**config.mk**
```make
export PLATFORM = sky130hd
export DESIGN_NAME = mmio_channel_map_flat
export DESIGN_NICKNAME = d
export VERILOG_FILES = /design/src/rtl/mmio_channel_map_pkg.sv /design/src/rtl/mmio_if.sv /design/src/rtl/mmio_channel_regs.sv /design/src/rtl/mmio_channel_map.sv /design/src/flat_wrapper.sv
export SDC_FILE = /design/constraint.sdc
export NUM_CORES = 2
export LEC_CHECK = 0
export ABC_AREA = 1
export CORE_AREA = 2 2 366 368
export DETAILED_ROUTE_END_ITERATION = 8
export DIE_AREA = 0 0 368 370
export SLEW_MARGIN = 30
export SYNTH_ARGS = -nofsm -noshare
export SYNTH_HDL_FRONTEND = slang
export SYNTH_SLANG_ARGS = --single-unit
```
**constraint.sdc**
```tcl
create_clock -name clk -period 32.6 [get_ports clk]
set_input_delay 3.26 -clock clk [delete_from_list [all_inputs] [get_ports clk]]
set_output_delay 3.26 -clock clk [all_outputs]
set_load 0.05 [all_outputs]
```
**src/rtl/mmio_channel_map_pkg.sv**
```systemverilog
// mmio_channel_map_pkg: register offsets, global addresses and channel state type
package mmio_channel_map_pkg;
  localparam logic [15:0] OFF_CTRL = 16'd0;
  localparam logic [15:0] OFF_RD = 16'd2;
  localparam logic [15:0] OFF_WR = 16'd4;
  localparam logic [15:0] OFF_NS = 16'd6;
  localparam logic [15:0] OFF_CC = 16'd8;
  localparam logic [15:0] OFF_STAT = 16'd10;
  localparam logic [15:0] OFF_CYC = 16'd12;
  localparam logic [15:0] ADDR_ID = 16'h0040;
  localparam logic [15:0] ADDR_GO_MASK = 16'h0042;
  localparam logic [15:0] ADDR_DONE_VEC = 16'h0044;
  localparam int ST_DONE = 0;
  localparam int ST_BUSY = 1;
  localparam int ST_ERR = 2;
  typedef enum logic {CH_IDLE, CH_BUSY} ch_state_t;
endpackage

```
**src/rtl/mmio_if.sv**
```systemverilog
// mmio_if: host MMIO access bundle; user is the AFU-side view
interface mmio_if;
  logic        wr_en;
  logic [15:0] wr_addr;
  logic [63:0] wr_data;
  logic        rd_en;
  logic [15:0] rd_addr;
  logic [63:0] rd_data;
  modport user (input wr_en, wr_addr, wr_data, rd_en, rd_addr, output rd_data);
  modport host (output wr_en, wr_addr, wr_data, rd_en, rd_addr, input rd_data);
endinterface

```
**src/rtl/mmio_channel_regs.sv**
```systemverilog
// mmio_channel_regs: one channel's config registers, go/busy/done FSM, error flag and cycle counter
module mmio_channel_regs
  import mmio_channel_map_pkg::*;
#(
  parameter int ADDR_WIDTH = 64,
  parameter int SIZE_WIDTH = 32
) (
  input  logic                  clk,
  input  logic                  rst,
  input  logic                  we,
  input  logic [15:0]           woff,
  input  logic [63:0]           wdata,
  input  logic                  go_mask,
  input  logic [15:0]           roff,
  input  logic                  done,
  output logic [ADDR_WIDTH-1:0] rd_addr,
  output logic [ADDR_WIDTH-1:0] wr_addr,
  output logic [SIZE_WIDTH-1:0] num_samples,
  output logic [SIZE_WIDTH-1:0] collect_cycles,
  output logic                  go,
  output logic                  done_st,
  output logic                  busy,
  output logic [63:0]           rdata
);
  ch_state_t state_q, state_d;
  logic [ADDR_WIDTH-1:0] rd_addr_q, rd_addr_d, wr_addr_q, wr_addr_d;
  logic [SIZE_WIDTH-1:0] ns_q, ns_d, cc_q, cc_d, cyc_q, cyc_d;
  logic go_q, go_d, done_st_q, done_st_d, err_q, err_d, done_prev_q, done_prev_d;
  logic is_busy, ctrl_wr, stat_wr, go_req, abort, done_edge, cfg_wr;
  always_comb begin
    is_busy = state_q == CH_BUSY;
    ctrl_wr = we && woff == OFF_CTRL;
    stat_wr = we && woff == OFF_STAT;
    go_req = (ctrl_wr && wdata[0]) || go_mask;
    abort = ctrl_wr && wdata[1];
    done_edge = done && !done_prev_q;
    done_prev_d = done;
    cfg_wr = we && (woff == OFF_RD || woff == OFF_WR || woff == OFF_NS || woff == OFF_CC);
    go_d = go_req && !is_busy;
    state_d = is_busy ? ((done_edge || abort) ? CH_IDLE : CH_BUSY) : (go_req ? CH_BUSY : CH_IDLE);
    done_st_d = go_d ? 1'b0 : (is_busy && done_edge) ? 1'b1 : (stat_wr && wdata[ST_DONE]) ? 1'b0 : done_st_q;
    err_d = (is_busy && (go_req || cfg_wr)) ? 1'b1 : (stat_wr && wdata[ST_ERR]) ? 1'b0 : err_q;
    rd_addr_d = (we && woff == OFF_RD && !is_busy) ? wdata[ADDR_WIDTH-1:0] : rd_addr_q;
    wr_addr_d = (we && woff == OFF_WR && !is_busy) ? wdata[ADDR_WIDTH-1:0] : wr_addr_q;
    ns_d = (we && woff == OFF_NS && !is_busy) ? wdata[SIZE_WIDTH-1:0] : ns_q;
    cc_d = (we && woff == OFF_CC && !is_busy) ? wdata[SIZE_WIDTH-1:0] : cc_q;
    cyc_d = go_d ? '0 : (is_busy && !(&cyc_q)) ? cyc_q + SIZE_WIDTH'(1) : cyc_q;
    rdata = roff == OFF_RD ? 64'(rd_addr_q) :
            roff == OFF_WR ? 64'(wr_addr_q) :
            roff == OFF_NS ? 64'(ns_q) :
            roff == OFF_CC ? 64'(cc_q) :
            roff == OFF_STAT ? {61'd0, err_q, is_busy, done_st_q} :
            roff == OFF_CYC ? 64'(cyc_q) : 64'd0;
  end
  always_ff @(posedge clk or posedge rst) begin
    if (rst) begin
      state_q <= CH_IDLE;
      rd_addr_q <= '0;
      wr_addr_q <= '0;
      ns_q <= '0;
      cc_q <= '0;
      cyc_q <= '0;
      go_q <= 1'b0;
      done_st_q <= 1'b0;
      err_q <= 1'b0;
      done_prev_q <= 1'b0;
    end else begin
      state_q <= state_d;
      rd_addr_q <= rd_addr_d;
      wr_addr_q <= wr_addr_d;
      ns_q <= ns_d;
      cc_q <= cc_d;
      cyc_q <= cyc_d;
      go_q <= go_d;
      done_st_q <= done_st_d;
      err_q <= err_d;
      done_prev_q <= done_prev_d;
    end
  end
  assign rd_addr = rd_addr_q;
  assign wr_addr = wr_addr_q;
  assign num_samples = ns_q;
  assign collect_cycles = cc_q;
  assign go = go_q;
  assign done_st = done_st_q;
  assign busy = is_busy;
endmodule

```
**src/rtl/mmio_channel_map.sv**
```systemverilog
// mmio_channel_map: multi-channel MMIO register map; address decode, global registers, read mux
module mmio_channel_map
  import mmio_channel_map_pkg::*;
#(
  parameter int          NUM_CH     = 4,
  parameter int          ADDR_WIDTH = 64,
  parameter int          SIZE_WIDTH = 32,
  parameter logic [15:0] BASE_ADDR  = 16'h0080,
  parameter logic [15:0] CH_STRIDE  = 16'h0010,
  parameter logic [15:0] VERSION    = 16'h0002
) (
  input  logic                              clk,
  input  logic                              rst,
  mmio_if.user                              mmio,
  output logic [NUM_CH-1:0][ADDR_WIDTH-1:0] rd_addr,
  output logic [NUM_CH-1:0][ADDR_WIDTH-1:0] wr_addr,
  output logic [NUM_CH-1:0][SIZE_WIDTH-1:0] num_samples,
  output logic [NUM_CH-1:0][SIZE_WIDTH-1:0] collect_cycles,
  output logic [NUM_CH-1:0]                 go,
  input  logic [NUM_CH-1:0]                 done
);
  logic [NUM_CH-1:0][15:0] woff, roff;
  logic [NUM_CH-1:0][63:0] ch_rdata;
  logic [NUM_CH-1:0] rhit, done_vec, busy_vec;
  logic gm_wr;
  logic [63:0] rmux, rd_data_q, rd_data_d;
  assign gm_wr = mmio.wr_en && mmio.wr_addr == ADDR_GO_MASK;
  for (genvar c = 0; c < NUM_CH; c++) begin : gen_ch
    localparam logic [15:0] A = BASE_ADDR + CH_STRIDE * 16'(c);
    assign woff[c] = mmio.wr_addr - A;
    assign roff[c] = mmio.rd_addr - A;
    assign rhit[c] = roff[c] < CH_STRIDE;
    mmio_channel_regs #(.ADDR_WIDTH(ADDR_WIDTH), .SIZE_WIDTH(SIZE_WIDTH)) u_ch (
      .clk(clk),
      .rst(rst),
      .we(mmio.wr_en && woff[c] < CH_STRIDE),
      .woff(woff[c]),
      .wdata(mmio.wr_data),
      .go_mask(gm_wr && mmio.wr_data[c]),
      .roff(roff[c]),
      .done(done[c]),
      .rd_addr(rd_addr[c]),
      .wr_addr(wr_addr[c]),
      .num_samples(num_samples[c]),
      .collect_cycles(collect_cycles[c]),
      .go(go[c]),
      .done_st(done_vec[c]),
      .busy(busy_vec[c]),
      .rdata(ch_rdata[c])
    );
  end
  always_comb begin
    rmux = '0;
    if (mmio.rd_addr == ADDR_ID) rmux = {32'h524F_4D4D, 16'(NUM_CH), VERSION};
    if (mmio.rd_addr == ADDR_DONE_VEC) begin
      rmux[NUM_CH-1:0] = done_vec;
      rmux[16 +: NUM_CH] = busy_vec;
    end
    for (int i = 0; i < NUM_CH; i++) rmux = rmux | (rhit[i] ? ch_rdata[i] : 64'd0);
    rd_data_d = mmio.rd_en ? rmux : rd_data_q;
  end
  always_ff @(posedge clk or posedge rst) begin
    if (rst) rd_data_q <= '0;
    else rd_data_q <= rd_data_d;
  end
  assign mmio.rd_data = rd_data_q;
endmodule

```
**src/flat_wrapper.sv**
```systemverilog
// flat-port wrapper written by rule: the top's interface ports become plain ports
module mmio_channel_map_flat import mmio_channel_map_pkg::*;
#(
  parameter int          NUM_CH     = 4,
  parameter int          ADDR_WIDTH = 64,
  parameter int          SIZE_WIDTH = 32,
  parameter logic [15:0] BASE_ADDR  = 16'h0080,
  parameter logic [15:0] CH_STRIDE  = 16'h0010,
  parameter logic [15:0] VERSION    = 16'h0002
)
  (clk, rst, rd_addr, wr_addr, num_samples, collect_cycles, go, done, mmio_wr_en, mmio_wr_addr, mmio_wr_data, mmio_rd_en, mmio_rd_addr, mmio_rd_data);
  mmio_if mmio_i ();
  input  logic clk;
  input  logic rst;
  output logic [NUM_CH-1:0][ADDR_WIDTH-1:0] rd_addr;
  output logic [NUM_CH-1:0][ADDR_WIDTH-1:0] wr_addr;
  output logic [NUM_CH-1:0][SIZE_WIDTH-1:0] num_samples;
  output logic [NUM_CH-1:0][SIZE_WIDTH-1:0] collect_cycles;
  output logic [NUM_CH-1:0] go;
  input  logic [NUM_CH-1:0] done;
  input wire logic [$bits(mmio_i.wr_en)-1:0] mmio_wr_en;
  input wire logic [$bits(mmio_i.wr_addr)-1:0] mmio_wr_addr;
  input wire logic [$bits(mmio_i.wr_data)-1:0] mmio_wr_data;
  input wire logic [$bits(mmio_i.rd_en)-1:0] mmio_rd_en;
  input wire logic [$bits(mmio_i.rd_addr)-1:0] mmio_rd_addr;
  output wire logic [$bits(mmio_i.rd_data)-1:0] mmio_rd_data;
  assign mmio_i.wr_en = mmio_wr_en;
  assign mmio_i.wr_addr = mmio_wr_addr;
  assign mmio_i.wr_data = mmio_wr_data;
  assign mmio_i.rd_en = mmio_rd_en;
  assign mmio_i.rd_addr = mmio_rd_addr;
  assign mmio_rd_data = mmio_i.rd_data;
  mmio_channel_map #(.NUM_CH(NUM_CH), .ADDR_WIDTH(ADDR_WIDTH), .SIZE_WIDTH(SIZE_WIDTH), .BASE_ADDR(BASE_ADDR), .CH_STRIDE(CH_STRIDE), .VERSION(VERSION)) u_core (.clk(clk), .rst(rst), .mmio(mmio_i), .rd_addr(rd_addr), .wr_addr(wr_addr), .num_samples(num_samples), .collect_cycles(collect_cycles), .go(go), .done(done));
endmodule
```
==> results.py <==
metrics = {
    "detailed_routing": {
        "ant_nets": 0,
        "drt_pass1_iterations": 7,
        "wirelength_um": 261000,
        "dr_total_vias": 50618,
        "routedWlPerCell_um": 29.3,
        "route.detailed.drc": 0,
        "routed_via_density": 5.68,
        "dr.first_iter.drc_count": 7346,
    },
    "sta": {
        "min_period_over_period_pct": 24.7,
        "setup_viol": 0,
        "slew_viol_final": 0,
        "fin_worst_skew_ns": 0.0494,
        "rsz0062_at_grt": "false",
        "fmax_ghz": 0.124,
        "slew_headroom_pct": 26.7,
        "worst_pin_slew_ns": 1.09,
        "setup_slack_ns": 24.54,
        "finalSetupTns_ns": 0,
        "min_period_ns": 8.06,
        "hold_violations": 0,
    },
    "synth": {
        "yosysWarningCount": 0,
        "synth_edf_count": 0,
        "syn_inst": 6293,
        "ys_seq_elements": 980,
        "synth_area_leaders": "dfrtp_1 50%, nand2_1 15%, o21ai_0 7.8%",
        "async_reset_ff_share_pct": 100,
        "ys.flop_type": "dfrtp_1",
        "yosysTopAreaCellShare_pct": 50.3,
        "syn_avg_cell_area_sq_um": 7.75,
        "ys_seq_area_share_pct": 50.3,
        "syn_area_sq_um": 48700,
        "syn_nets": 6411,
        "yosysUniqueCellTypes": 65,
        "synth_top_area_cell": "dfrtp_1",
    },
    "floorplanning": {
        "core_sq_um": 132000,
        "start_util_pct": 36.8,
        "die-area_sq_um": 136000,
        "die_h_um": 370,
        "rows": 134,
        "die_x_um": 368,
        "ios": 940,
    },
    "worst_setup_path": {
        "critPathSlowestCell": "clkdlybuf4s50_1",
        "crit_required_ns": 33.30,
        "setup.worst_path.start_class": "primary input",
        "cp_cell_sequence": "clkdlybuf4s50_1, inv_2, ha_1, nand2_1, nand2_1, nand2_1, nand2_1, inv_1, nand2_1, nor2_1, nand3_1, nor2_4, buf_4, buf_4, nand2_1, o211ai_1, nand2_1, nand2_1, nand2_1, nand3_1, nand2_1, inv_1",
        "critical_path.endpoint_type": "register",
        "worstSetupPathType": "primary input to register",
        "crit_fanout": 82,
        "cpMostUsedCell": "nand2_1",
        "critPathMaxStageDelay_ns": 0.80,
        "arrival_ns": 8.76,
    },
    "final_layout": {
        "areaGrowthSynthToFinish_pct": 30.3,
        "fin_nets": 7161,
        "drive_gt1_share_pct": 6.09,
        "final_util_pct": 47.9,
    },
    "grt": {
        "grt_pass1_vias": 45796,
        "grt_pass1_wl_um": 363000,
        "grt_antenna_before_repair": 24,
        "grt_overflow_total": 0,
        "grt.total_usage_pct": 37.3,
        "grt_max_degree": 167,
    },
    "place": {
        "dp_slack_ns": 23.96,
        "io_buffers": 939,
        "dp_hpwl_um": 194000,
        "place.gp.congestion": 1.01,
    },
    "status": {
        "status": "complete, no violations",
    },
    "cts": {
        "clkLatencyLatePin_ns": 0.75,
        "post_cts_resized": 0,
        "h-tree-depth": 3,
        "post_cts_buffers": 0,
        "cts_tree": "yes",
        "cts_hold_buf": 0,
        "cts.clk_slew.worst_paths_ns": 0.06,
        "clock_sinks": 980,
        "root_buffer": "clkbuf_16",
        "cts_buffers": 111,
        "clockBufferDepth": 3,
    },
    "hold_path": {
        "min_path_type": "register to register",
    },
    "pwr": {
        "ir_worst_vdd_v": 0.0000416,
        "leakagePower_nw": 28.8,
        "power.density_nw_per_um2": 44.0,
    },
    "flow_run": {
        "cap_violations": 0,
    },
}
area by class of cell:
| class | instances | area, sq um |
|---|---|---|
| fillers | 12981 | 69000 |
| flip-flops and latches | 980 | 24500 |
| multi-input cells | 4433 | 20800 |
| repair buffers | 1025 | 10100 |
| clock buffers | 149 | 3170 |
| well taps | 1768 | 2210 |
| inverters | 492 | 1860 |
| clock inverters | 60 | 758 |
| diodes | 5 | 12.5 |
synthesized netlist by cell type, types with 6 or more instances:
| library cell | n |
|---|---|
| ha_1 | 14 |
| nor2_4 | 9 |
| o211ai_1 | 47 |
| o21ai_0 | 756 |
| buf_4 | 30 |
| buf_2 | 74 |
| clkinv_1 | 6 |
| a31oi_1 | 15 |
| o21a_1 | 48 |
| nand3_2 | 6 |
| or2_0 | 54 |
| a21oi_1 | 129 |
| buf_1 | 15 |
| a221oi_1 | 12 |
| inv_2 | 22 |
| clkbuf_1 | 262 |
| nor3_1 | 67 |
| o21ai_1 | 204 |
| nand2_1 | 1917 |
| a22oi_1 | 12 |
| dfrtp_1 | 980 |
| and3_1 | 7 |
| nor2_1 | 414 |
| xor2_1 | 42 |
| nor4_1 | 13 |
| a22o_1 | 15 |
| or2_2 | 48 |
| nand3_1 | 434 |
| nand2_2 | 9 |
| nand4_1 | 72 |
| nor2_2 | 10 |
| buf_6 | 6 |
| xnor2_1 | 7 |
| o22ai_1 | 8 |
| inv_1 | 461 |
per-stage QoR:
stage	hold slack [ns]	instances	power [mW]	cell area, sq um
final	0.483	8912	2.79	63500
after global routing	0.505	8908	2.86	63500
after CTS	0.481	8905	2.80	63400
after detailed placement	0.469	8696	1.46	59500
after global placement	0.465	8696	1.46	59500
after floorplan	0.453	6293	1.36	48700
registers in the layout (all words and copies together), names as in the netlist:
| signal | cells |
|---|---|
| u_core.gen_ch.u_ch.busy | 4 |
| u_core.gen_ch.u_ch.collect_cycles | 128 |
| u_core.gen_ch.u_ch.cyc_q | 128 |
| u_core.gen_ch.u_ch.done_prev_q | 4 |
| u_core.gen_ch.u_ch.done_st | 4 |
| u_core.gen_ch.u_ch.err_q | 4 |
| u_core.gen_ch.u_ch.go | 4 |
| u_core.gen_ch.u_ch.num_samples | 128 |
| u_core.gen_ch.u_ch.rd_addr | 256 |
| u_core.gen_ch.u_ch.wr_addr | 256 |
| u_core.mmio.rd_data | 64 |
layer usage:
metal  wire length (um)  share of wire, %  vias to the layer above  global-route usage [%]
met5                123             0.047                        -                       0
met4              14200               5.4                       18                    17.3
met3              28300                11                      541                    9.60
met2             112000                43                     3172                    55.0
met1             106000                41                    24863                    51.3
li1                   -                 -                    22024                       -
layout by cell type (no fill, tap or decap), types with 14 or more instances in the layout:
cell and n:
a21oi_1 129, a22o_1 15, a31oi_1 15, buf_4 80
clkbuf_16 111, clkbuf_8 25, clkdlybuf4s50_1 938, clkinv_2 29
dfrtp_1 980, ha_1 14, inv_1 451, inv_2 29
nand2_1 1915, nand3_1 422, nand4_1 72, nor2_1 413
nor3_1 63, o211ai_1 47, o21a_1 48, o21ai_0 754
o21ai_1 205, or2_0 54, or2_2 48, xor2_1 42
power breakdown:
| part | leakage (nW) | internal, mW | total [mW] | switching (mW) |
|---|---|---|---|---|
| Combinational | 13.5 | 0.0465 | 0.188 | 0.142 |
| Sequential | 13.3 | 1.23 | 1.25 | 0.0215 |
| Clock | 1.94 | 0.789 | 1.35 | 0.565 |
path summary, 6_finish.rpt:
check | cells past startpoint | to | startpoint | slack, ns
setup / recovery | 22 | u_core.mmio.rd_data[22] | mmio_rd_addr[8] | 24.54
hold / removal | 2 | u_core.mmio.rd_data[52] | u_core.mmio.rd_data[52] | 0.48
setup reg to reg | 17 | u_core.gen_ch[1].u_ch.cyc_q[30] | u_core.gen_ch[1].u_ch.cyc_q[0] | 29.50
hold reg to reg | 2 | u_core.mmio.rd_data[52] | u_core.mmio.rd_data[52] | 0.48
max in group asynchronous | 7 | u_core.gen_ch[3].u_ch.rd_addr[57] | rst | 25.93
min in group asynchronous | 2 | u_core.gen_ch[2].u_ch.rd_addr[3] | rst | 3.01
critical path: cells and delay by family:
family,cells,cell delay [ns]
AOI/OAI and AO/OA,1,0.41
and+or+nand+nor,14,2.18
adders and majority gates,1,0.30
buffers and inverters,6,2.49
cells by family (layout without fill, tap and decap cells):
logic type / count (synthesis) / count (layout) / share of synthesized area, %
mux: 1 / 1 / 0.0205
xor+xnor: 50 / 50 / 0.914
fa+ha+maj: 14 / 14 / 0.359
flops: 980 / 980 / 50.3
other cells: 0 / 5 / 0
simple gates: 3085 / 3085 / 26.8
buf+inv: 880 / 1726 / 7.33
compound gates: 1283 / 1283 / 14.3
Note: power is estimated with default switching activity, not from simulation.
